**src/rtl/logic_op_arbiter_pkg.sv**
```systemverilog
// Shared types and constants for the two-requester logic-op arbiter.
package logic_op_pkg;

  typedef enum logic [1:0] {
    IDLE = 2'd0,
    EXEC = 2'd1,
    RESP = 2'd2
  } state_t;

  localparam logic OP_AND = 1'b1;
  localparam logic OP_OR  = 1'b0;

endpackage

```
**src/rtl/logic_op_arbiter_if.sv**
```systemverilog
// Request/response bundle between the two requesters, the consumer and the arbiter.
interface logic_op_arbiter_if #(
  parameter int WIDTH = 1
);
  logic             req0_valid;
  logic             req0_ready;
  logic [WIDTH-1:0] req0_a;
  logic [WIDTH-1:0] req0_b;
  logic             req0_sel;

  logic             req1_valid;
  logic             req1_ready;
  logic [WIDTH-1:0] req1_a;
  logic [WIDTH-1:0] req1_b;
  logic             req1_sel;

  logic             rsp_valid;
  logic             rsp_ready;
  logic             rsp_id;
  logic [WIDTH-1:0] rsp_data;

  modport master (
    output req0_valid, req0_a, req0_b, req0_sel,
    input  req0_ready,
    output req1_valid, req1_a, req1_b, req1_sel,
    input  req1_ready,
    input  rsp_valid, rsp_id, rsp_data,
    output rsp_ready
  );

  modport slave (
    input  req0_valid, req0_a, req0_b, req0_sel,
    output req0_ready,
    input  req1_valid, req1_a, req1_b, req1_sel,
    output req1_ready,
    output rsp_valid, rsp_id, rsp_data,
    input  rsp_ready
  );

endinterface

```
**src/rtl/logic_op_arbiter_logic_unit.sv**
```systemverilog
// Shared combinational AND/OR unit; exactly one instance lives in the arbiter.
module logic_unit
  import logic_op_pkg::*;
#(
  parameter int WIDTH = 1
) (
  input  logic [WIDTH-1:0] a,
  input  logic [WIDTH-1:0] b,
  input  logic             sel,
  output logic [WIDTH-1:0] y
);

  assign y = (sel == OP_AND) ? (a & b) : (a | b);

endmodule

```
**src/rtl/logic_op_arbiter.sv**
```systemverilog
// Round-robin arbiter sharing one logic unit between two requesters.
//
// state | meaning
// IDLE  | waiting for a request; grant is combinational, handshake latches operands
// EXEC  | shared unit evaluates latched operands; result registered at end of cycle
// RESP  | rsp_valid high, result held until rsp_ready
module logic_op_arbiter
  import logic_op_pkg::*;
#(
  parameter int WIDTH = 1,
  parameter int CNT_W = 8
) (
  input  logic             clk,
  input  logic             rst_n,
  logic_op_arbiter_if.slave bus,
  output logic [CNT_W-1:0] ops_done
);

  state_t           state_q;
  state_t           state_d;
  logic             last_id_q;
  logic             grant;
  logic             idle_ok;
  logic             accept;
  logic             rsp_valid_c;
  logic             rsp_done;
  logic             exec_c;

  logic [WIDTH-1:0] op_a_q;
  logic [WIDTH-1:0] op_b_q;
  logic             op_sel_q;
  logic             op_id_q;
  logic [WIDTH-1:0] unit_y;
  logic [WIDTH-1:0] rsp_data_q;
  logic             rsp_id_q;
  logic [CNT_W-1:0] ops_done_q;

  // Under contention the requester that did not win last time gets the grant.
  always_comb begin
    grant = 1'b0;
    if (bus.req0_valid && bus.req1_valid) begin
      grant = ~last_id_q;
    end else if (bus.req1_valid) begin
      grant = 1'b1;
    end
  end

  // rst_n gates ready so neither requester sees a handshake while in reset.
  assign idle_ok        = (state_q == IDLE) && rst_n;
  assign bus.req0_ready = idle_ok && !grant && bus.req0_valid;
  assign bus.req1_ready = idle_ok &&  grant && bus.req1_valid;
  assign accept         = bus.req0_ready || bus.req1_ready;

  always_comb begin
    state_d     = state_q;
    rsp_valid_c = 1'b0;
    rsp_done    = 1'b0;
    exec_c      = 1'b0;
    unique case (state_q)
      IDLE: begin
        if (accept) state_d = EXEC;
      end
      EXEC: begin
        exec_c  = 1'b1;
        state_d = RESP;
      end
      RESP: begin
        rsp_valid_c = 1'b1;
        if (bus.rsp_ready) begin
          rsp_done = 1'b1;
          state_d  = IDLE;
        end
      end
      default: state_d = IDLE;
    endcase
  end

  always_ff @(posedge clk or negedge rst_n) begin
    if (!rst_n) begin
      state_q <= IDLE;
    end else begin
      state_q <= state_d;
    end
  end

  always_ff @(posedge clk or negedge rst_n) begin
    if (!rst_n) begin
      op_a_q    <= '0;
      op_b_q    <= '0;
      op_sel_q  <= OP_OR;
      op_id_q   <= 1'b0;
      last_id_q <= 1'b1;
    end else if (accept) begin
      op_a_q    <= grant ? bus.req1_a   : bus.req0_a;
      op_b_q    <= grant ? bus.req1_b   : bus.req0_b;
      op_sel_q  <= grant ? bus.req1_sel : bus.req0_sel;
      op_id_q   <= grant;
      last_id_q <= grant;
    end
  end

  logic_unit #(
    .WIDTH (WIDTH)
  ) u_logic_unit (
    .a   (op_a_q),
    .b   (op_b_q),
    .sel (op_sel_q),
    .y   (unit_y)
  );

  always_ff @(posedge clk or negedge rst_n) begin
    if (!rst_n) begin
      rsp_data_q <= '0;
      rsp_id_q   <= 1'b0;
    end else if (exec_c) begin
      rsp_data_q <= unit_y;
      rsp_id_q   <= op_id_q;
    end
  end

  always_ff @(posedge clk or negedge rst_n) begin
    if (!rst_n) begin
      ops_done_q <= '0;
    end else if (rsp_done) begin
      ops_done_q <= ops_done_q + CNT_W'(1);
    end
  end

  assign bus.rsp_valid = rsp_valid_c;
  assign bus.rsp_data  = rsp_data_q;
  assign bus.rsp_id    = rsp_id_q;
  assign ops_done      = ops_done_q;

endmodule

```
**src/flat_wrapper.sv**
```systemverilog
// flat-port wrapper written by rule: the top's interface ports become plain ports
module logic_op_arbiter_flat import logic_op_pkg::*;
#(
  parameter int WIDTH = 1,
  parameter int CNT_W = 8
)
  (clk, rst_n, ops_done, bus_req0_valid, bus_req0_a, bus_req0_b, bus_req0_sel, bus_req0_ready, bus_req1_valid, bus_req1_a, bus_req1_b, bus_req1_sel, bus_req1_ready, bus_rsp_valid, bus_rsp_id, bus_rsp_data, bus_rsp_ready);
  logic_op_arbiter_if #(.WIDTH(WIDTH)) bus_i ();
  input  logic clk;
  input  logic rst_n;
  output logic [CNT_W-1:0] ops_done;
  input wire logic [$bits(bus_i.req0_valid)-1:0] bus_req0_valid;
  input wire logic [$bits(bus_i.req0_a)-1:0] bus_req0_a;
  input wire logic [$bits(bus_i.req0_b)-1:0] bus_req0_b;
  input wire logic [$bits(bus_i.req0_sel)-1:0] bus_req0_sel;
  output wire logic [$bits(bus_i.req0_ready)-1:0] bus_req0_ready;
  input wire logic [$bits(bus_i.req1_valid)-1:0] bus_req1_valid;
  input wire logic [$bits(bus_i.req1_a)-1:0] bus_req1_a;
  input wire logic [$bits(bus_i.req1_b)-1:0] bus_req1_b;
  input wire logic [$bits(bus_i.req1_sel)-1:0] bus_req1_sel;
  output wire logic [$bits(bus_i.req1_ready)-1:0] bus_req1_ready;
  output wire logic [$bits(bus_i.rsp_valid)-1:0] bus_rsp_valid;
  output wire logic [$bits(bus_i.rsp_id)-1:0] bus_rsp_id;
  output wire logic [$bits(bus_i.rsp_data)-1:0] bus_rsp_data;
  input wire logic [$bits(bus_i.rsp_ready)-1:0] bus_rsp_ready;
  assign bus_i.req0_valid = bus_req0_valid;
  assign bus_i.req0_a = bus_req0_a;
  assign bus_i.req0_b = bus_req0_b;
  assign bus_i.req0_sel = bus_req0_sel;
  assign bus_req0_ready = bus_i.req0_ready;
  assign bus_i.req1_valid = bus_req1_valid;
  assign bus_i.req1_a = bus_req1_a;
  assign bus_i.req1_b = bus_req1_b;
  assign bus_i.req1_sel = bus_req1_sel;
  assign bus_req1_ready = bus_i.req1_ready;
  assign bus_rsp_valid = bus_i.rsp_valid;
  assign bus_rsp_id = bus_i.rsp_id;
  assign bus_rsp_data = bus_i.rsp_data;
  assign bus_i.rsp_ready = bus_rsp_ready;
  logic_op_arbiter #(.WIDTH(WIDTH), .CNT_W(CNT_W)) u_core (.clk(clk), .rst_n(rst_n), .bus(bus_i), .ops_done(ops_done));
endmodule
```
**config.mk**
```make
export PLATFORM = sky130hd
export DESIGN_NAME = logic_op_arbiter_flat
export DESIGN_NICKNAME = d
export VERILOG_FILES = /design/src/rtl/logic_op_arbiter_pkg.sv /design/src/rtl/logic_op_arbiter_if.sv /design/src/rtl/logic_op_arbiter_logic_unit.sv /design/src/rtl/logic_op_arbiter.sv /design/src/flat_wrapper.sv
export SDC_FILE = /design/constraint.sdc
export NUM_CORES = 1
export LEC_CHECK = 0
export BUFFER_PORTS_ARGS = -buffer_cell sky130_fd_sc_hd__buf_2
export CAP_MARGIN = 20
export CELL_PAD_IN_SITES_DETAIL_PLACEMENT = 1
export CELL_PAD_IN_SITES_GLOBAL_PLACEMENT = 1
export CORE_AREA = 3 3 56 58
export DETAILED_ROUTE_END_ITERATION = 7
export DIE_AREA = 0 0 59 61
export GPL_TIMING_DRIVEN = 0
export PLACE_DENSITY = 0.63
export SETUP_SLACK_MARGIN = 0.2
export SLEW_MARGIN = 20
export SYNTH_ARGS = -nofsm -noshare
export SYNTH_HDL_FRONTEND = slang
export SYNTH_SLANG_ARGS = --single-unit
```
**constraint.sdc**
```tcl
create_clock -name clk -period 1.5 [get_ports clk]
set_clock_uncertainty 0.05 [all_clocks]
set_input_delay 0.225 -clock clk [delete_from_list [all_inputs] [get_ports clk]]
set_output_delay 0.225 -clock clk [all_outputs]
set_load 0.1 [all_outputs]
```
==> results.py, run 1 <==
metrics = {
    "run_status": {
        "status": "finished, violations left",
        "violations": "negative setup slack",
    },
    "final_layout": {
        "multi_input_area_um2": 457,
        "fillers": 287,
        "nets": 119,
        "fin_util_pct": 49.9,
        "drive_above_1_share_pct": 69.8,
        "seqCellArea_um2": 452,
        "antennaDiodeCount": 0,
        "synthToLayoutAreaGrowth_pct": 71.6,
        "post-route-cell-area_um2": 1350,
    },
    "global_routing": {
        "grt_pass1_wl_mm": 3.25,
        "grt_max_degree": 17,
        "track_usage_pct": 12.3,
        "gr-total-overflow": 0,
        "grt_pass1_vias": 726,
        "antenna_found_initial": 0,
    },
    "drt": {
        "viasPerCell": 4.92,
        "wl_per_cell_um": 14.6,
        "drt_iter0_markers": 8,
        "routed_wl_mm": 2.01,
        "vias": 674,
        "drtPass1Iterations": 4,
        "ant_nets": 0,
        "drc": 0,
    },
    "power": {
        "clkPwrFrac_pct": 8.6,
        "p_int_w": 0.00141,
        "combPwrFrac_pct": 59.8,
        "vdd_drop_max_mv": 1.39,
        "leakage_nw": 0.604,
        "p_sw_share_pct": 48.4,
        "seqPwrFrac_pct": 31.7,
        "power_per_cell_area_nw_per_um2": 2020,
        "power_switching_w": 0.00132,
    },
    "cts": {
        "cts.sinks": 17,
        "clockBufferDepth": 2,
        "clk_latency_ns": 0.28,
        "cts_buffers": 3,
        "cts_htree_levels": 1,
        "clockRootBuffer": "clkbuf_4",
        "clk_pin_slew_ns": 0.09,
        "cts_tree": "done",
    },
    "setup_path": {
        "path_max_fanout": 5,
        "r2r-start": "u_core.state_q[1]",
        "worstSetupPathType": "reg2out",
        "startpoint_type": "flop",
        "worstSetupEndpointType": "output pin",
        "timing.rr.end": "u_core.op_id_q",
        "ff2ff_path_depth": 5,
        "critPathArrivalTime_ns": 1.41,
        "r2r_setup_slack_ns": 0.12,
        "cp.required_ns": 1.22,
    },
    "die": {
        "start_util_pct": 29.1,
        "dieArea_um2": 3600,
        "rows": 19,
        "io_pins": 24,
        "dieWidth_um": 59,
        "die_h_um": 61,
        "core-area_um2": 2710,
    },
    "sta": {
        "worstMarginPinSlew_ns": 0.724,
        "max_freq_ghz": 0.593,
        "hold_viol_final": 0,
        "post-route-worst-setup-slack_ns": -0.185,
        "setup_viol": 3,
        "fin_crit_sh_pct": 112,
        "slew-limit-headroom_pct": 51.7,
        "rsz0062_at_grt": "true",
        "finalCriticalPeriod_ns": 1.69,
        "slew_viol_final": 0,
    },
    "place": {
        "io_buffers": 23,
        "place_congestion": 0.700,
        "post-dp-hpwl_mm": 1.33,
        "placed_area_um2": 1010,
    },
    "synth": {
        "ys_seq_elements": 17,
        "ys_seq_area_share_pct": 54.1,
        "ys.flop_type": "dfrtp_1",
        "avgSynthCellArea_um2": 12.1,
        "synth_enable_flop_cells": 0,
        "syn_inst": 65,
        "yosysTopAreaCell": "dfrtp_1",
        "synthTopCellsByArea": "dfrtp_1 (51%), xor2_1 (4.4%), dfstp_2 (3.3%), a2bb2oi_1 (3.3%), o32ai_1 (3.3%)",
        "synth_common_cells": "dfrtp_1 (16), nand3_1 (4), xor2_1 (4)",
        "yosysWarningCount": 0,
        "yosysUniqueCellTypes": 30,
        "yosysMostFrequentCell": "dfrtp_1",
        "async_flop_share_pct": 100,
        "synth_fp_nets": 77,
        "synth_top_area_share_pct": 50.8,
        "synth_area_um2": 788,
    },
    "job": {
        "drv_cap": 0,
    },
    "hold_path": {
        "hold_start": "bus_rsp_ready",
        "holdCritPathClass": "in2reg",
        "whs_endpoint": "u_core.state_q[1]",
        "whs_path_depth": 2,
    },
}
==> logic make-up after synthesis <==
logic type      Yosys count  synth area share (%)
compound gates           15                  16.2
buf+inv                   3                  1.43
simple gates             20                  16.0
flops                    17                  54.1
fa+ha+maj                 1                  1.59
mux                       2                  2.86
xor+xnor                  7                  7.78
==> worst max-delay path by stage <==
stage,from,to,slack (ns),cells after the start
6_report,u_core.state_q[1],bus_req0_ready,-0.19,4
5_1_grt,u_core.state_q[1],bus_req0_ready,-0.28,4
4_1_cts,u_core.state_q[0],bus_req0_ready,-0.24,4
3_5_place_dp,rst_n,bus_req0_ready,-0.64,5
3_3_place_gp,rst_n,bus_req0_ready,-0.62,5
2_1_floorplan,u_core.state_q[1],bus_req0_ready,-0.49,3
==> final cells by class <==
type	instances	share of cell area, %
clock buffers	4	1.94
inverters	3	1.11
multi-input cells	45	33.8
flip-flops and latches	17	33.4
well taps	31	2.87
repair buffers	37	26.9
==> power by group through the flow <==
stage | clock [W] | sequential [W] | combinational, W
floorplan | 0 | 0.00141 | 0.000413
CTS | 0.000250 | 0.000854 | 0.00142
global route | 0.000267 | 0.000893 | 0.00171
detailed placement | 0 | 0.000842 | 0.00119
global placement | 0 | 0.000836 | 0.00117
finish | 0.000233 | 0.000864 | 0.00163
==> timing repair <==
item,CTS,global route
pin swaps,5,10
setup buffers,6,6
resized for setup,36,18
endpoints found under the setup margin,20,25
hold endpoints to repair,16,0
hold buffers,2,0
==> sequential cells by signal, summed over array words and instances, names as in the netlist <==
register,cells
u_core.op_id_q,1
u_core.ops_done,8
u_core.op_sel_q,1
u_core.bus.rsp_id,1
u_core.op_a_q,1
u_core.op_b_q,1
u_core.last_id_q,1
u_core.state_q,2
u_core.bus.rsp_data,1
==> cell usage in the layout, fill, tap and decap left out, types with 2 or more instances in the layout <==
cell type / Yosys / layout
nand3_2: 0 / 2
buf_12: 0 / 5
o32ai_1: 3 / 2
clkbuf_4: 0 / 3
nand2_1: 2 / 2
buf_8: 0 / 3
nor2_1: 3 / 2
a2bb2oi_2: 0 / 3
buf_6: 0 / 5
dfrtp_1: 16 / 6
buf_4: 0 / 12
dfrtp_2: 0 / 5
xnor2_2: 0 / 2
dfrtp_4: 0 / 5
xor2_1: 4 / 4
nand3_1: 4 / 2
buf_2: 0 / 10
nor3_2: 0 / 2
==> per-layer routing <==
metal / global-route usage (%) / wire length, µm / vias to the layer above
met4: 4.85 / 9 / 0
met5: 0 / 0 / -
met2: 22.7 / 1050 / 20
met1: 13.8 / 835 / 333
li1: - / - / 319
met3: 2.55 / 109 / 2
==> metrics by stage <==
| step | setup WS, ns | total power [W] | setup TNS, ns | hold slack (ns) | instances |
|---|---|---|---|---|---|
| final | -0.185 | 0.00273 | -0.429 | 0.125 | 137 |
| after global placement | -0.617 | 0.00200 | -1.55 | 0.126 | 119 |
| after CTS | -0.243 | 0.00253 | -0.608 | 0.110 | 131 |
| after global routing | -0.276 | 0.00287 | -0.661 | 0.106 | 137 |
| after detailed placement | -0.643 | 0.00203 | -1.78 | 0.129 | 119 |
| after floorplan | -0.488 | 0.00182 | -0.640 | -0.121 | 65 |
==> critical path, stage by stage (launching register included) <==
cell and delay [ns]:
dfrtp_2 0.45, nor3b_4 0.23, inv_2 0.09, nor3_4 0.15, buf_12 0.20
Note: power is estimated with default switching activity, not from simulation.
==> inputs of run 2 (changes only) <==
==> constraint.sdc (replaced) <==
create_clock -name clk -period 1.8 [get_ports clk]
set_clock_uncertainty 0.05 [all_clocks]
set_input_delay 0.27 -clock clk [delete_from_list [all_inputs] [get_ports clk]]
set_output_delay 0.27 -clock clk [all_outputs]
set_load 0.1 [all_outputs]
==> run 2 against run 1 <==
- the run now ends clean
- hold slack improved by 0.044 ns
- global-route usage shrank 0.62 points
- setup slack improved by 0.20 ns
- critical path type unchanged
==> results.py, run 2 (same netlist as run 1, synthesis figures left out) <==
metrics = {
    "run_status": {
        "status": "finished clean",
    },
    "sta": {
        "slew-limit-headroom_pct": 51.3,
        "rsz0062_at_grt": "true",
        "finalCriticalPeriod_ns": 1.79,
        "setup_viol": 0,
        "hold_viol_final": 0,
        "max_freq_ghz": 0.559,
        "post-route-worst-setup-slack_ns": 0.0121,
        "fin_crit_sh_pct": 99.3,
        "worstMarginPinSlew_ns": 0.728,
        "slew_viol_final": 0,
    },
    "power": {
        "power_switching_w": 0.00101,
        "vdd_drop_max_mv": 1.16,
        "p_int_w": 0.000910,
        "power_per_cell_area_nw_per_um2": 1730,
        "p_total_w": 0.00192,
        "seqPwrFrac_pct": 34.4,
        "leakage_nw": 0.515,
        "clkPwrFrac_pct": 10.3,
        "combPwrFrac_pct": 55.2,
        "p_sw_share_pct": 52.6,
    },
    "cts": {
        "cts_htree_levels": 1,
        "clockBufferDepth": 2,
        "clk_pin_slew_ns": 0.10,
        "clk_latency_ns": 0.28,
        "cts_tree": "done",
        "clockRootBuffer": "clkbuf_4",
        "cts.sinks": 17,
        "cts_buffers": 3,
    },
    "final_layout": {
        "nets": 112,
        "final_cell_mix": "buf_2 (20), dfrtp_1 (9), buf_4 (5), dfrtp_2 (5)",
        "antennaDiodeCount": 0,
        "drive_above_1_share_pct": 51.5,
        "synthToLayoutAreaGrowth_pct": 40.5,
        "layout_commonest_cell": "buf_2",
        "largest_register_ffs": 8,
    },
    "die": {
        "core-area_um2": 2710,
        "dieWidth_um": 59,
        "rows": 19,
        "io_pins": 24,
        "die_h_um": 61,
        "dieArea_um2": 3600,
        "start_util_pct": 29.1,
    },
    "hold_path": {
        "whs_endpoint": "u_core.state_q[1]",
        "hold_start": "bus_rsp_ready",
        "holdCritPathClass": "in2reg",
        "whs_path_depth": 2,
    },
    "place": {
        "place_congestion": 0.718,
        "dp_slack_ns": -0.452,
        "io_buffers": 23,
    },
    "global_routing": {
        "gr-total-overflow": 0,
        "grt_pass1_wl_mm": 3.08,
        "antenna_found_initial": 0,
        "grt_max_degree": 17,
        "track_usage_pct": 11.7,
        "grt_pass1_vias": 645,
    },
    "job": {
        "drv_cap": 0,
    },
    "drt": {
        "vias": 632,
        "ant_nets": 0,
        "viasPerCell": 4.86,
        "routed_wl_mm": 1.82,
        "drtPass1Iterations": 2,
        "drt_iter0_markers": 17,
        "wl_per_cell_um": 14.0,
        "drc": 0,
    },
    "setup_path": {
        "worstSetupEndpointType": "output pin",
        "critPathArrivalTime_ns": 1.47,
        "timing.rr.end": "u_core.bus.rsp_id",
        "path_max_fanout": 2,
        "r2r-start": "u_core.state_q[1]",
        "startpoint_type": "flop",
        "cp.required_ns": 1.48,
        "startpoint": "u_core.state_q[1]",
        "ff2ff_path_depth": 4,
        "r2r_setup_slack_ns": 0.37,
        "worstSetupPathType": "reg2out",
    },
}
==> run 2: cell types whose count changed in the layout (fill, tap and decap cells not counted), moves of 3 or more <==
| cell | previous run | this run |
|---|---|---|
| a2bb2oi_1 | 0 | 3 |
| a2bb2oi_2 | 3 | 0 |
| buf_2 | 10 | 20 |
| buf_4 | 12 | 5 |
| buf_6 | 5 | 0 |
| buf_8 | 3 | 0 |
| dfrtp_1 | 6 | 9 |
| dfrtp_4 | 5 | 2 |
==> run 2: area by class of cell <==
| type | instances | area, µm² |
|---|---|---|
| clock buffers | 4 | 26.3 |
| multi-input cells | 45 | 369 |
| repair buffers | 30 | 218 |
| well taps | 31 | 38.8 |
| fillers | 303 | 1600 |
| flip-flops and latches | 17 | 440 |
| inverters | 3 | 15.0 |
==> run 2: per-layer routing <==
layer	vias up	part of all wire [%]	track usage (%)
li1	308	-	-
met1	302	46	14.3
met2	20	46	19.6
met3	2	7.4	2.98
met4	0	0.44	4.85
met5	-	0	0
==> run 2: metrics by stage <==
step	util (%)	instance area (µm²)	setup TNS [ns]	instances	hold slack [ns]
after global routing	40.9	1110	-0.154	130	0.159
after global placement	36.1	977	-0.714	119	0.170
after CTS	40.5	1100	-0.0281	129	0.156
final	40.9	1110	0	130	0.169
after detailed placement	36.1	977	-0.769	119	0.175
after floorplan	-	823	-0.233	65	-0.0756
==> run 2: worst max-delay path by stage <==
stage                     end  slack [ns]  cells after the start
2_1_floorplan  bus_req0_ready       -0.23                      3
3_3_place_gp   bus_req0_ready       -0.41                      5
3_5_place_dp   bus_req0_ready       -0.45                      5
4_1_cts        bus_req0_ready       -0.03                      4
5_1_grt        bus_req0_ready       -0.08                      4
6_report       bus_req0_ready        0.01                      4
==> run 2: worst max-delay path, cell delays in order (launching register included) <==
cell and delay, ns:
dfrtp_1 0.43, nor3b_4 0.24, inv_2 0.08, nor3_4 0.23, buf_12 0.20
==> run 2: power groups by stage <==
stage,clock network [W],logic (W),registers [W]
floorplan,0,0.000337,0.00114
global placement,0,0.000963,0.000667
detailed placement,0,0.000977,0.000673
CTS,0.000211,0.00106,0.000661
global route,0.000228,0.00111,0.000687
finish,0.000199,0.00106,0.000661
==> run 2: repair_timing <==
item / CTS / global route
setup endpoints to repair: 3 / 3
resized for setup: 12 / 1
endpoints found under the hold margin: 16 / 0
setup buffers: 4 / 1
pin swaps: 2 / 2
hold buffers: 2 / 0
